[src/rtl/mips_bus_arbiter.sv]
`default_nettype none
// ============================================================================
// Module      : mips_bus_arbiter
// Description : Two-port round-robin arbiter that shares the single Avalon-MM
//               master port of mips_cpu_bus between instruction fetch (I)
//               and load/store (D). One transfer is in flight at a time.
//               The winning command is latched, run on the bus, and then
//               acknowledged back to its owner with read data.
// Revision    : 1.0  initial release
// ----------------------------------------------------------------------------
// Ports
//   clk, reset                 : clock; asynchronous active-high reset
//   i_req/i_addr               : fetch request and byte address
//   i_ack/i_rdata              : fetch completion pulse and held fetch word
//   d_req/d_write/d_addr/
//   d_wdata/d_byteenable       : load/store request and command
//   d_ack/d_rdata              : data completion pulse and held load word
//   address/read/write/
//   writedata/byteenable       : Avalon master command outputs
//   waitrequest/readdata       : Avalon slave stall and read data
// ============================================================================
module mips_bus_arbiter (
    input  logic        clk,
    input  logic        reset,
    input  logic        i_req,
    input  logic [31:0] i_addr,
    output logic        i_ack,
    output logic [31:0] i_rdata,
    input  logic        d_req,
    input  logic        d_write,
    input  logic [31:0] d_addr,
    input  logic [31:0] d_wdata,
    input  logic [3:0]  d_byteenable,
    output logic        d_ack,
    output logic [31:0] d_rdata,
    output logic [31:0] address,
    output logic        read,
    output logic        write,
    output logic [31:0] writedata,
    output logic [3:0]  byteenable,
    input  logic        waitrequest,
    input  logic [31:0] readdata
);

    typedef enum logic [1:0] {
        ST_IDLE = 2'd0,
        ST_BUS  = 2'd1,
        ST_ACK  = 2'd2
    } state_t;

    // Port identity used for both `owner` and `last`.
    localparam logic c_port_i = 1'b0;
    localparam logic c_port_d = 1'b1;

    state_t      state_q,   state_d;
    logic        owner_q,   owner_d;
    logic        last_q,    last_d;
    logic [31:0] addr_q,    addr_d;
    logic        wr_q,      wr_d;
    logic [31:0] wdata_q,   wdata_d;
    logic [3:0]  be_q,      be_d;
    logic [31:0] i_rdata_q, i_rdata_d;
    logic [31:0] d_rdata_q, d_rdata_d;
    logic        w_grant_d;
    logic        w_in_bus;

    always_ff @(posedge clk or posedge reset) begin
        if (reset) begin
            state_q   <= ST_IDLE;
            owner_q   <= c_port_i;
            // Pretend D was served last so I wins the first conflict.
            last_q    <= c_port_d;
            addr_q    <= '0;
            wr_q      <= 1'b0;
            wdata_q   <= '0;
            be_q      <= '0;
            i_rdata_q <= '0;
            d_rdata_q <= '0;
        end else begin
            state_q   <= state_d;
            owner_q   <= owner_d;
            last_q    <= last_d;
            addr_q    <= addr_d;
            wr_q      <= wr_d;
            wdata_q   <= wdata_d;
            be_q      <= be_d;
            i_rdata_q <= i_rdata_d;
            d_rdata_q <= d_rdata_d;
        end
    end

    always_comb begin
        state_d   = state_q;
        owner_d   = owner_q;
        last_d    = last_q;
        addr_d    = addr_q;
        wr_d      = wr_q;
        wdata_d   = wdata_q;
        be_d      = be_q;
        i_rdata_d = i_rdata_q;
        d_rdata_d = d_rdata_q;
        // On a conflict the port that was not served last wins.
        w_grant_d = (i_req && d_req) ? (last_q == c_port_i) : d_req;

        case (state_q)
            ST_IDLE: begin
                if (i_req || d_req) begin
                    owner_d = w_grant_d;
                    state_d = ST_BUS;
                    if (w_grant_d == c_port_d) begin
                        addr_d  = d_addr;
                        wr_d    = d_write;
                        wdata_d = d_wdata;
                        be_d    = d_byteenable;
                    end else begin
                        addr_d  = i_addr;
                        wr_d    = 1'b0;
                        wdata_d = '0;
                        be_d    = 4'b1111;
                    end
                end
            end
            ST_BUS: begin
                if (!waitrequest) begin
                    if (!wr_q) begin
                        if (owner_q == c_port_d) begin
                            d_rdata_d = readdata;
                        end else begin
                            i_rdata_d = readdata;
                        end
                    end
                    last_d  = owner_q;
                    state_d = ST_ACK;
                end
            end
            ST_ACK: begin
                state_d = ST_IDLE;
            end
            default: begin
                state_d = ST_IDLE;
            end
        endcase
    end

    // Bus outputs are decoded from registered state only; zero outside BUS.
    assign w_in_bus   = (state_q == ST_BUS);
    assign read       = w_in_bus && !wr_q;
    assign write      = w_in_bus && wr_q;
    assign address    = w_in_bus ? addr_q  : 32'h0;
    assign writedata  = w_in_bus ? wdata_q : 32'h0;
    assign byteenable = w_in_bus ? be_q    : 4'h0;

    assign i_ack   = (state_q == ST_ACK) && (owner_q == c_port_i);
    assign d_ack   = (state_q == ST_ACK) && (owner_q == c_port_d);
    assign i_rdata = i_rdata_q;
    assign d_rdata = d_rdata_q;

endmodule
`default_nettype wire

[config.mk]
export PLATFORM = sky130hd
export DESIGN_NAME = mips_bus_arbiter
export DESIGN_NICKNAME = d
export VERILOG_FILES = /design/src/rtl/mips_bus_arbiter.sv
export SDC_FILE = /design/constraint.sdc
export NUM_CORES = 1
export LEC_CHECK = 0
export CELL_PAD_IN_SITES_DETAIL_PLACEMENT = 0
export CELL_PAD_IN_SITES_GLOBAL_PLACEMENT = 1
export CORE_UTILIZATION = 35
export CTS_BUF_LIST = sky130_fd_sc_hd__clkbuf_16
export CTS_CLUSTER_DIAMETER = 100
export DETAILED_ROUTE_END_ITERATION = 7
export GPL_TIMING_DRIVEN = 0
export PLACE_DENSITY_LB_ADDON = 0.05
export SYNTH_ARGS = -nofsm -noshare
export SYNTH_HDL_FRONTEND = slang
export SYNTH_SLANG_ARGS = --single-unit
[constraint.sdc]
create_clock -name clk -period 9.7 [get_ports clk]
set_input_delay 0.97 -clock clk [delete_from_list [all_inputs] [get_ports clk]]
set_output_delay 0.97 -clock clk [all_outputs]
set_load 0.01 [all_outputs]
### Word-level counts from Yosys, hierarchy flattened

Index checks and enable logic that the tools add are counted.

* add/sub/neg operators: 0
* multiply operators: 0
* divide/modulo/power cells: 0
* magnitude comparators: 0
* equal/unequal tests: 4
* shift operators: 0
* muxes and demuxes: 11
* bitwise gates (word level): 4
* reduce and logical (&&, ||, !) cells: 13

Operator list (number)
* 32-bit two-way mux: 4
* 4-bit two-way mux: 2
* 4-bit AND reduction: 2
* 2-bit AND reduction: 3
* 1-bit logical AND: 5
* 2-bit two-way mux: 2
* 2-bit != test (second input constant): 2
* 1-bit NOT: 4
* 2-bit case mux with 2 select lines: 1
* 2-bit by 1-bit equality test with 1-bit output (second input constant): 1
* 2-bit equality test (second input constant): 1
* 2-bit zero test: 1
* 1-bit two-way mux: 2
* 1-bit zero test: 1
* 1-bit logical OR: 1

* bits in registers: 137
* bits in latches: 0
* bits in writable memories: 0
* bits in read-only memories: 0
* input port bits: 138
* memories kept: 0

### Logic depth before layout (Yosys ltp)

Gate-level depths: netlist of run 1.

* depth in word-level cells: 3
* gate-level depth with buffers: 5
* depth with buffers taken out: 3

### Least setup slack after synthesis of run 1

Ideal clock, no wire load.

* kind: input to register
* from: in d_req
* to: reg addr_q[0]
* data arrival time: 1.995 ns
* required time: 9.575 ns
* slack: 7.580 ns
* stages on the path: 4
* buffers on the path: 1
* cells stage by stage: a21boi_2 -> buf_2 -> mux2_2 -> mux2_2

* longest elaborated chain between the ends: 3

RTL lines
* start, declared: line 29 `input logic d_req,`
* 1-bit logical AND: line 103 `w_grant_d = (i_req && d_req) ? (last_q == c_port_i) : d_req;`
* 1-bit two-way mux: line 103
* 32-bit two-way mux: line 110 `if (w_grant_d == c_port_d) begin`
* end signal, assigned: line 83 `addr_q <= addr_d;`
* end, declared: line 58 `logic [31:0] addr_q, addr_d;`

Several ways; a longest one is shown, not always the timed one.
A chain may end at the register's enable or synchronous reset.

### Final worst setup path of run 1

* from: reg state_q[0]
* to: out address[1]

* longest elaborated chain between the ends: 2

RTL lines
* start, declared: line 55 `state_t state_q, state_d;`
* start signal, assigned: line 80 `state_q <= state_d;`
* 2-bit by 1-bit equality test with 1-bit output: line 146 `assign w_in_bus = (state_q == ST_BUS);`
* 32-bit two-way mux: line 149 `assign address = w_in_bus ? addr_q : 32'h0;`
* end, declared: line 36 `output logic [31:0] address,`

No other way between the ends.

==> results.json, run 1 <==
{
  "yosysUniqueCellTypes": 26,
  "yosys_synthesis_warning_count": 0,
  "cts-hold-fix-buffers": 0,
  "postSynth.topFlopCell": "sky130_fd_sc_hd__dfrtp_1",
  "p_clk_frac": 0.222,
  "gr-usage-all-layers": 0.189,
  "cellPowerDensity_mw_per_mm2": 320,
  "finalNetCount": 851,
  "hold_path_class": "flip-flop to flip-flop",
  "final.fill_count": 1389,
  "postLayoutSetupSlackWorst_ns": 6.41,
  "inserted_clock_buffers": 17,
  "vdd.ir_drop.worst_mv": 0.166,
  "synth.yosys.seq_area_share": 0.578,
  "num_vias": 4359,
  "utilization": 0.579,
  "detail_route.vias_per_cell": 4.61,
  "floorplan.die.height_um": 132,
  "r2r_cells": 4,
  "critical_path_class": "flip-flop to primary output",
  "syn-mean-instance-area_um2": 14.1,
  "worst-endpoint-arrival_ns": 2.32,
  "area_delta_synth_final_pct": 61.8,
  "antenna_found_initial": 0,
  "setup.worst_path.start_class": "flip-flop",
  "setup_tns_ns": 0,
  "worstSkewPairLatency_ns": 0.42,
  "critical_path.reg2reg.startpoint": "last_q",
  "timing.critical_path.cells": "nor2b_1 -> buf_2 -> clkbuf_1 -> and2_1 -> clkdlybuf4s50_1",
  "setup-violations-final": 0,
  "timing.max_cap.violations": 0,
  "synth-seq-cells": 137,
  "synth_area_leaders": "sky130_fd_sc_hd__dfrtp_1, sky130_fd_sc_hd__mux2_2, sky130_fd_sc_hd__and2_1",
  "pwr-share-comb": 0.450,
  "routabilityCongestion": 0.754,
  "clkSlewWorstSetupHoldPaths_ns": 0.06,
  "detail_route.wl_per_cell_um": 16.8,
  "fin_crit_ns": 3.29,
  "compound_gate_portion_of_the_synthesized_area": 0.0599,
  "yosys.cell_count.top_type": "sky130_fd_sc_hd__dfrtp_1",
  "clock_sink_count": 137,
  "critical_path.slowest_cell": "sky130_fd_sc_hd__clkdlybuf4s50_1",
  "h_tree_lvls": 4,
  "post-route-period-util": 0.339,
  "dpl_worst_slack_ns": 6.70,
  "clock_path_buffers": 2,
  "drc_errors": 0,
  "postCtsSetupRepairBufs": 0,
  "cts_root_buffer": "sky130_fd_sc_hd__clkbuf_16",
  "worstHoldStart": "d_rdata[1]",
  "detailed_router_iteration_count_before_antenna_repair": 4,
  "timing.final.max_slew_violations": 0,
  "timing.critical_path.required_ns": 8.73,
  "internal_power_mw": 2.13,
  "cts_tree": "done",
  "synth_enable_flop_cells": 0,
  "overflow": 0,
  "timing.final.hold_violations": 0,
  "xor_and_xnor_area_share_after_synthesis": 0,
  "worst_r2r_endpoint": "addr_q[0]",
  "p_leak_nw": 4.00,
  "io_pins": 274,
  "asyncSetResetFlopFracSynth": 1.00,
  "io_buffer_count": 273,
  "drt_first_iter_violations": 110,
  "drive_gt1_frac": 0.207,
  "dieArea_mm2": 0.0175,
  "fraction_of_the_mapped_netlist_area_in_simple_logic_gates": 0.0905,
  "relative_slew_slack": 0.521,
  "run_status": "complete, no violations",
  "vias_in_the_first_global_route": 4668,
  "whs_path_depth": 1,
  "synth_common_cells": "sky130_fd_sc_hd__dfrtp_1, sky130_fd_sc_hd__mux2_2, sky130_fd_sc_hd__and2_1",
  "place_hpwl_um": 11900,
  "post_cts.resized_instances": 0,
  "switching_power_mw": 0.941,
  "synth_area_mm2": 0.00593,
  "hold_slack_ns": 0.491,
  "syn_nets": 558,
  "netlist_instances": 420,
  "rsz_0062_raised_after_global_routing": "no",
  "chipWidth_um": 132,
  "adder_cell_fraction_of_synth_area": 0,
  "synth_area_leader_cell": "sky130_fd_sc_hd__dfrtp_1",
  "postRouteAntennaNets": 0,
  "fmax_mhz": 304,
  "sequentialPowerShare": 0.329,
  "grt_pass1_wl_um": 25300,
  "core_mm2": 0.0166,
  "wirelength_um": 15900,
  "standard_cell_row_count": 47,
  "hold_path_end": "d_rdata[1]",
  "power.switching_fraction": 0.307,
  "grt_start_max_net_pins": 79,
  "num_antenna_cells": 0,
  "worst_path_max_stage_delay_ns": 0.56,
  "initial_core_util": 0.358,
  "worst_slew_pin_tran_ns": 0.718,
  "critPathCaptureType": "primary output",
  "post_synth_mux_area_share": 0.245,
  "timing.critical_path.fanout_max": 10,
  "synth_top_family_by_area": "multiplexers",
  "synth_top_cell_area_share": 0.574,
  "worst_clock_skew_ns": 0.00623,
  "timing.reg2reg.setup_slack_ns": 7.94
}
## cells by family after synthesis
kind of cell | count (synthesis)
flip-flops | 137
multiplexers | 129
AND/OR/NAND/NOR | 84
AO/OA/AOI/OAI | 41
buffers and inverters | 29
## registers in the layout, indices dropped and copies added, names as in the netlist
name     flops
addr_q      32
be_q         4
d_rdata     32
i_rdata     32
last_q       1
owner_q      1
state_q      2
wdata_q     32
wr_q         1
## metrics by stage
stage                     total power, mW  instances  instance area (um2)
after floorplan                      1.67        420                 5930
after global placement               2.38        913                 8940
after detailed placement             2.42        914                 8970
after CTS                            3.11        946                 9600
after global routing                 3.25        946                 9600
final                                3.07        946                 9600
## critical path: cells and delay by family (launching register included)
kind          cells  cell delay [ns]
simple gates      2             0.32
flops             1             0.38
buf+inv           3             1.19
## metal layers
metal  up-vias  track usage  part of all wire
met1      2102        0.232              0.42
met4         0       0.0683             0.017
met5         -            0                 0
li1       2067            -                 -
met2       169        0.297              0.47
met3        21       0.0800             0.093
## area by class of cell
class	instances	area, um2	area share
clock inverter	15	200	0.0209
multi-input combinational	254	2340	0.244
timing repair buffer	274	2760	0.288
buffer	28	155	0.0162
clock buffer	17	425	0.0443
sequential	137	3430	0.357
inverter	1	8.76	0.000912
tap	220	275	0.0287
## how the worst max path moves through the flow
| stage | from | end | cells past startpoint |
|---|---|---|---|
| floorplan | reset | addr_q[0] | 1 |
| global placement | reset | i_rdata[2] | 2 |
| detailed placement | d_req | addr_q[0] | 5 |
| CTS | state_q[0] | byteenable[3] | 5 |
| global route | state_q[0] | address[31] | 5 |
| finish | state_q[0] | address[1] | 5 |
## power groups by stage
| stage | registers [mW] | clock network (mW) | logic, mW |
|---|---|---|---|
| 2_1_floorplan | 1.06 | 0 | 0.617 |
| 3_3_place_gp | 1.01 | 0 | 1.38 |
| 3_5_place_dp | 1.02 | 0 | 1.40 |
| 4_1_cts | 1.01 | 0.697 | 1.41 |
| 5_1_grt | 1.05 | 0.727 | 1.48 |
| 6_report | 1.01 | 0.681 | 1.38 |
## placed cells by master, fill, tap and decap left out, types with 2 or more instances in the layout
| master | n |
|---|---|
| sky130_fd_sc_hd__buf_2 | 10 |
| sky130_fd_sc_hd__mux2_2 | 97 |
| sky130_fd_sc_hd__inv_6 | 4 |
| sky130_fd_sc_hd__nand2_1 | 3 |
| sky130_fd_sc_hd__clkbuf_1 | 11 |
| sky130_fd_sc_hd__a22o_1 | 33 |
| sky130_fd_sc_hd__mux2_1 | 32 |
| sky130_fd_sc_hd__buf_4 | 4 |
| sky130_fd_sc_hd__and2_1 | 69 |
| sky130_fd_sc_hd__dfrtp_1 | 136 |
| sky130_fd_sc_hd__clkbuf_16 | 17 |
| sky130_fd_sc_hd__clkinvlp_4 | 2 |
| sky130_fd_sc_hd__buf_6 | 3 |
| sky130_fd_sc_hd__clkinv_4 | 3 |
| sky130_fd_sc_hd__nor2_1 | 4 |
| sky130_fd_sc_hd__bufinv_16 | 4 |
| sky130_fd_sc_hd__o22a_1 | 4 |
| sky130_fd_sc_hd__clkdlybuf4s50_1 | 273 |
Note: power is estimated with default switching activity, not from simulation.
==> run 2: changes to the inputs <==
--- a/config.mk
+++ b/config.mk
@@ -7,7 +7,7 @@
 export LEC_CHECK = 0
 export CELL_PAD_IN_SITES_DETAIL_PLACEMENT = 0
 export CELL_PAD_IN_SITES_GLOBAL_PLACEMENT = 1
-export CORE_UTILIZATION = 35
+export CORE_UTILIZATION = 29
 export CTS_BUF_LIST = sky130_fd_sc_hd__clkbuf_16
 export CTS_CLUSTER_DIAMETER = 100
 export DETAILED_ROUTE_END_ITERATION = 7
==> constraint.sdc (replaced) <==
create_clock -name clk -period 2.6 [get_ports clk]
set_input_delay 0.26 -clock clk [delete_from_list [all_inputs] [get_ports clk]]
set_output_delay 0.26 -clock clk [all_outputs]
set_load 0.01 [all_outputs]
==> run 2 against run 1 <==
  * Setup slack lost 6.2 ns
  * Via count grew 0.62%
  * Clock power grew to 3.9 times the previous value
  * First-iteration DRC count shrank 20%
  * Core utilization shrank 8.8 points
  * Sequential cell count is the same
  * Final cell count grew 4.9%
  * Sequential power grew to 3.7 times the previous value
  * Total power grew to 3.8 times the previous value
  * Design area grew 1.3%
  * Critical path type unchanged
  * Critical endpoint is now address[3]
  * Largest cell class unchanged
==> results.json, run 2 (synthesized netlist as in run 1, its figures left out) <==
{
  "run_status": "complete, no violations",
  "standard_cell_row_count": 51,
  "timing.max_cap.violations": 0,
  "detail_route.wl_per_cell_um": 16.6,
  "cts_tree": "done",
  "antenna_found_initial": 0,
  "vias_in_the_first_global_route": 4731,
  "r2r_cells": 4,
  "floorplan.die.height_um": 145,
  "worst-endpoint-arrival_ns": 2.16,
  "overflow": 0,
  "setup.worst_path.start_class": "flip-flop",
  "dpl_worst_slack_ns": 0.327,
  "io_pins": 274,
  "chipWidth_um": 145,
  "drt_first_iter_violations": 88,
  "clock_sink_count": 137,
  "inserted_clock_buffers": 17,
  "finish.instance_area_mm2": 0.00972,
  "critical_path.reg2reg.startpoint": "state_q[1]",
  "relative_slew_slack": 0.446,
  "grt_start_max_net_pins": 40,
  "hold_path_class": "primary input to async pin",
  "critPathCaptureType": "primary output",
  "final_common_cell": "sky130_fd_sc_hd__clkdlybuf4s50_1",
  "post-route-period-util": 0.932,
  "vdd.ir_drop.worst_mv": 0.556,
  "rsz_0062_raised_after_global_routing": "no",
  "p_leak_nw": 4.04,
  "detailed_router_iteration_count_before_antenna_repair": 4,
  "clock_path_buffers": 2,
  "hold_slack_ns": 0.342,
  "worst_clock_skew_ns": 0.00621,
  "gr-usage-all-layers": 0.161,
  "timing.critical_path.required_ns": 2.34,
  "fmax_mhz": 413,
  "io_buffer_count": 273,
  "drc_errors": 0,
  "postRouteAntennaNets": 0,
  "num_antenna_cells": 0,
  "finalNetCount": 853,
  "timing.final.hold_violations": 0,
  "grt_pass1_wl_um": 26000,
  "core_mm2": 0.0198,
  "worst_r2r_endpoint": "i_rdata[2]",
  "clkSlewWorstSetupHoldPaths_ns": 0.06,
  "postLayoutSetupSlackWorst_ns": 0.177,
  "worst_slew_pin_tran_ns": 0.829,
  "cts_root_buffer": "sky130_fd_sc_hd__clkbuf_16",
  "num_vias": 4386,
  "worstSkewPairLatency_ns": 0.42,
  "routabilityCongestion": 0.785,
  "timing.final.max_slew_violations": 0,
  "h_tree_lvls": 4,
  "area_delta_synth_final_pct": 63.8,
  "place_area_mm2": 0.00906,
  "fin_crit_ns": 2.42,
  "drive_gt1_frac": 0.219,
  "detail_route.vias_per_cell": 4.42,
  "wirelength_um": 16500,
  "initial_core_util": 0.300,
  "timing.critical_path.fanout_max": 10,
  "critical_path_class": "flip-flop to primary output",
  "setup-violations-final": 0,
  "cellPowerDensity_mw_per_mm2": 1190,
  "cts-hold-fix-buffers": 0,
  "place_hpwl_um": 12500,
  "dieArea_mm2": 0.0210,
  "timing.reg2reg.setup_slack_ns": 0.81,
  "final.fill_count": 1775,
  "final_cell_mix": "sky130_fd_sc_hd__clkdlybuf4s50_1, sky130_fd_sc_hd__dfrtp_1, sky130_fd_sc_hd__mux2_2, sky130_fd_sc_hd__and2_1, sky130_fd_sc_hd__a22o_1"
}
run 2: changes by cell type in the layout (fill, tap and decap cells not counted), sizes merged:
cell,change
inv,-3
bufinv,+1
buf,+2
clkinv,+1
run 2: power breakdown:
part / total (mW) / internal (mW) / leakage (nW) / switching (mW)
registers: 3.76 / 3.23 / 1.66 / 0.533
logic: 5.20 / 3.13 / 2.08 / 2.07
clock network: 2.64 / 1.71 / 0.313 / 0.939
run 2: what timing repair did:
action,CTS,global route
endpoints found under the setup margin,10,56
gates resized for setup,1,14
pin swaps,0,0
setup buffers,0,0
run 2: worst max path at each step:
stage	startpoint	to	slack, ns	cells past startpoint
after global placement	reset	addr_q[19]	-0.64	2
after detailed placement	d_req	addr_q[5]	0.33	5
after global routing	state_q[0]	byteenable[0]	0.02	5
final	state_q[0]	address[3]	0.18	5
after CTS	state_q[0]	byteenable[0]	0.007	5
after floorplan	reset	addr_q[0]	0.63	1
run 2: critical path, stage by stage (launching register included):
cell                              delay, ns
sky130_fd_sc_hd__dfrtp_1               0.39
sky130_fd_sc_hd__nor2b_1               0.13
sky130_fd_sc_hd__buf_2                 0.23
sky130_fd_sc_hd__clkbuf_4              0.25
sky130_fd_sc_hd__and2_1                0.16
sky130_fd_sc_hd__clkdlybuf4s50_1       0.57
run 2: final cells by class:
cell class / count / area [um2] / area share
Timing Repair Buffer: 276 / 2790 / 0.287
Tap cell: 265 / 332 / 0.0341
Clock inverter: 14 / 221 / 0.0228
Sequential cell: 137 / 3430 / 0.353
Inverter: 1 / 7.51 / 0.000772
Multi-Input combinational cell: 254 / 2340 / 0.241
Buffer: 28 / 166 / 0.0171
Clock buffer: 17 / 425 / 0.0438
run 2: stage by stage:
| stage | TNS [ns] | utilization | power (mW) | std cells |
|---|---|---|---|---|
| 5_1_grt | 0 | 0.491 | 12.3 | 992 |
| 3_5_place_dp | 0 | 0.458 | 9.07 | 961 |
| 3_3_place_gp | -86.35 | 0.455 | 8.95 | 958 |
| 2_1_floorplan | 0 | - | 6.24 | 420 |
| 4_1_cts | 0 | 0.491 | 11.8 | 992 |
| 6_report | 0 | 0.491 | 11.6 | 992 |
run 2: metal layers:
metal,vias to the layer above,global-route usage,part of all wire
li1,2066,-,-
met1,2141,0.192,0.42
met2,166,0.262,0.48
met3,13,0.0673,0.089
met4,0,0.0505,0.011
met5,-,0,0
==> run 3: changes to the inputs <==
--- a/config.mk
+++ b/config.mk
@@ -12,6 +12,7 @@
 export CTS_CLUSTER_DIAMETER = 100
 export DETAILED_ROUTE_END_ITERATION = 7
 export GPL_TIMING_DRIVEN = 0
+export HOLD_SLACK_MARGIN = 0.08
 export PLACE_DENSITY_LB_ADDON = 0.05
 export SYNTH_ARGS = -nofsm -noshare
 export SYNTH_HDL_FRONTEND = slang
==> results of run 3 <==
No change in the layout: final DEF, timing and power equal those of run 2.
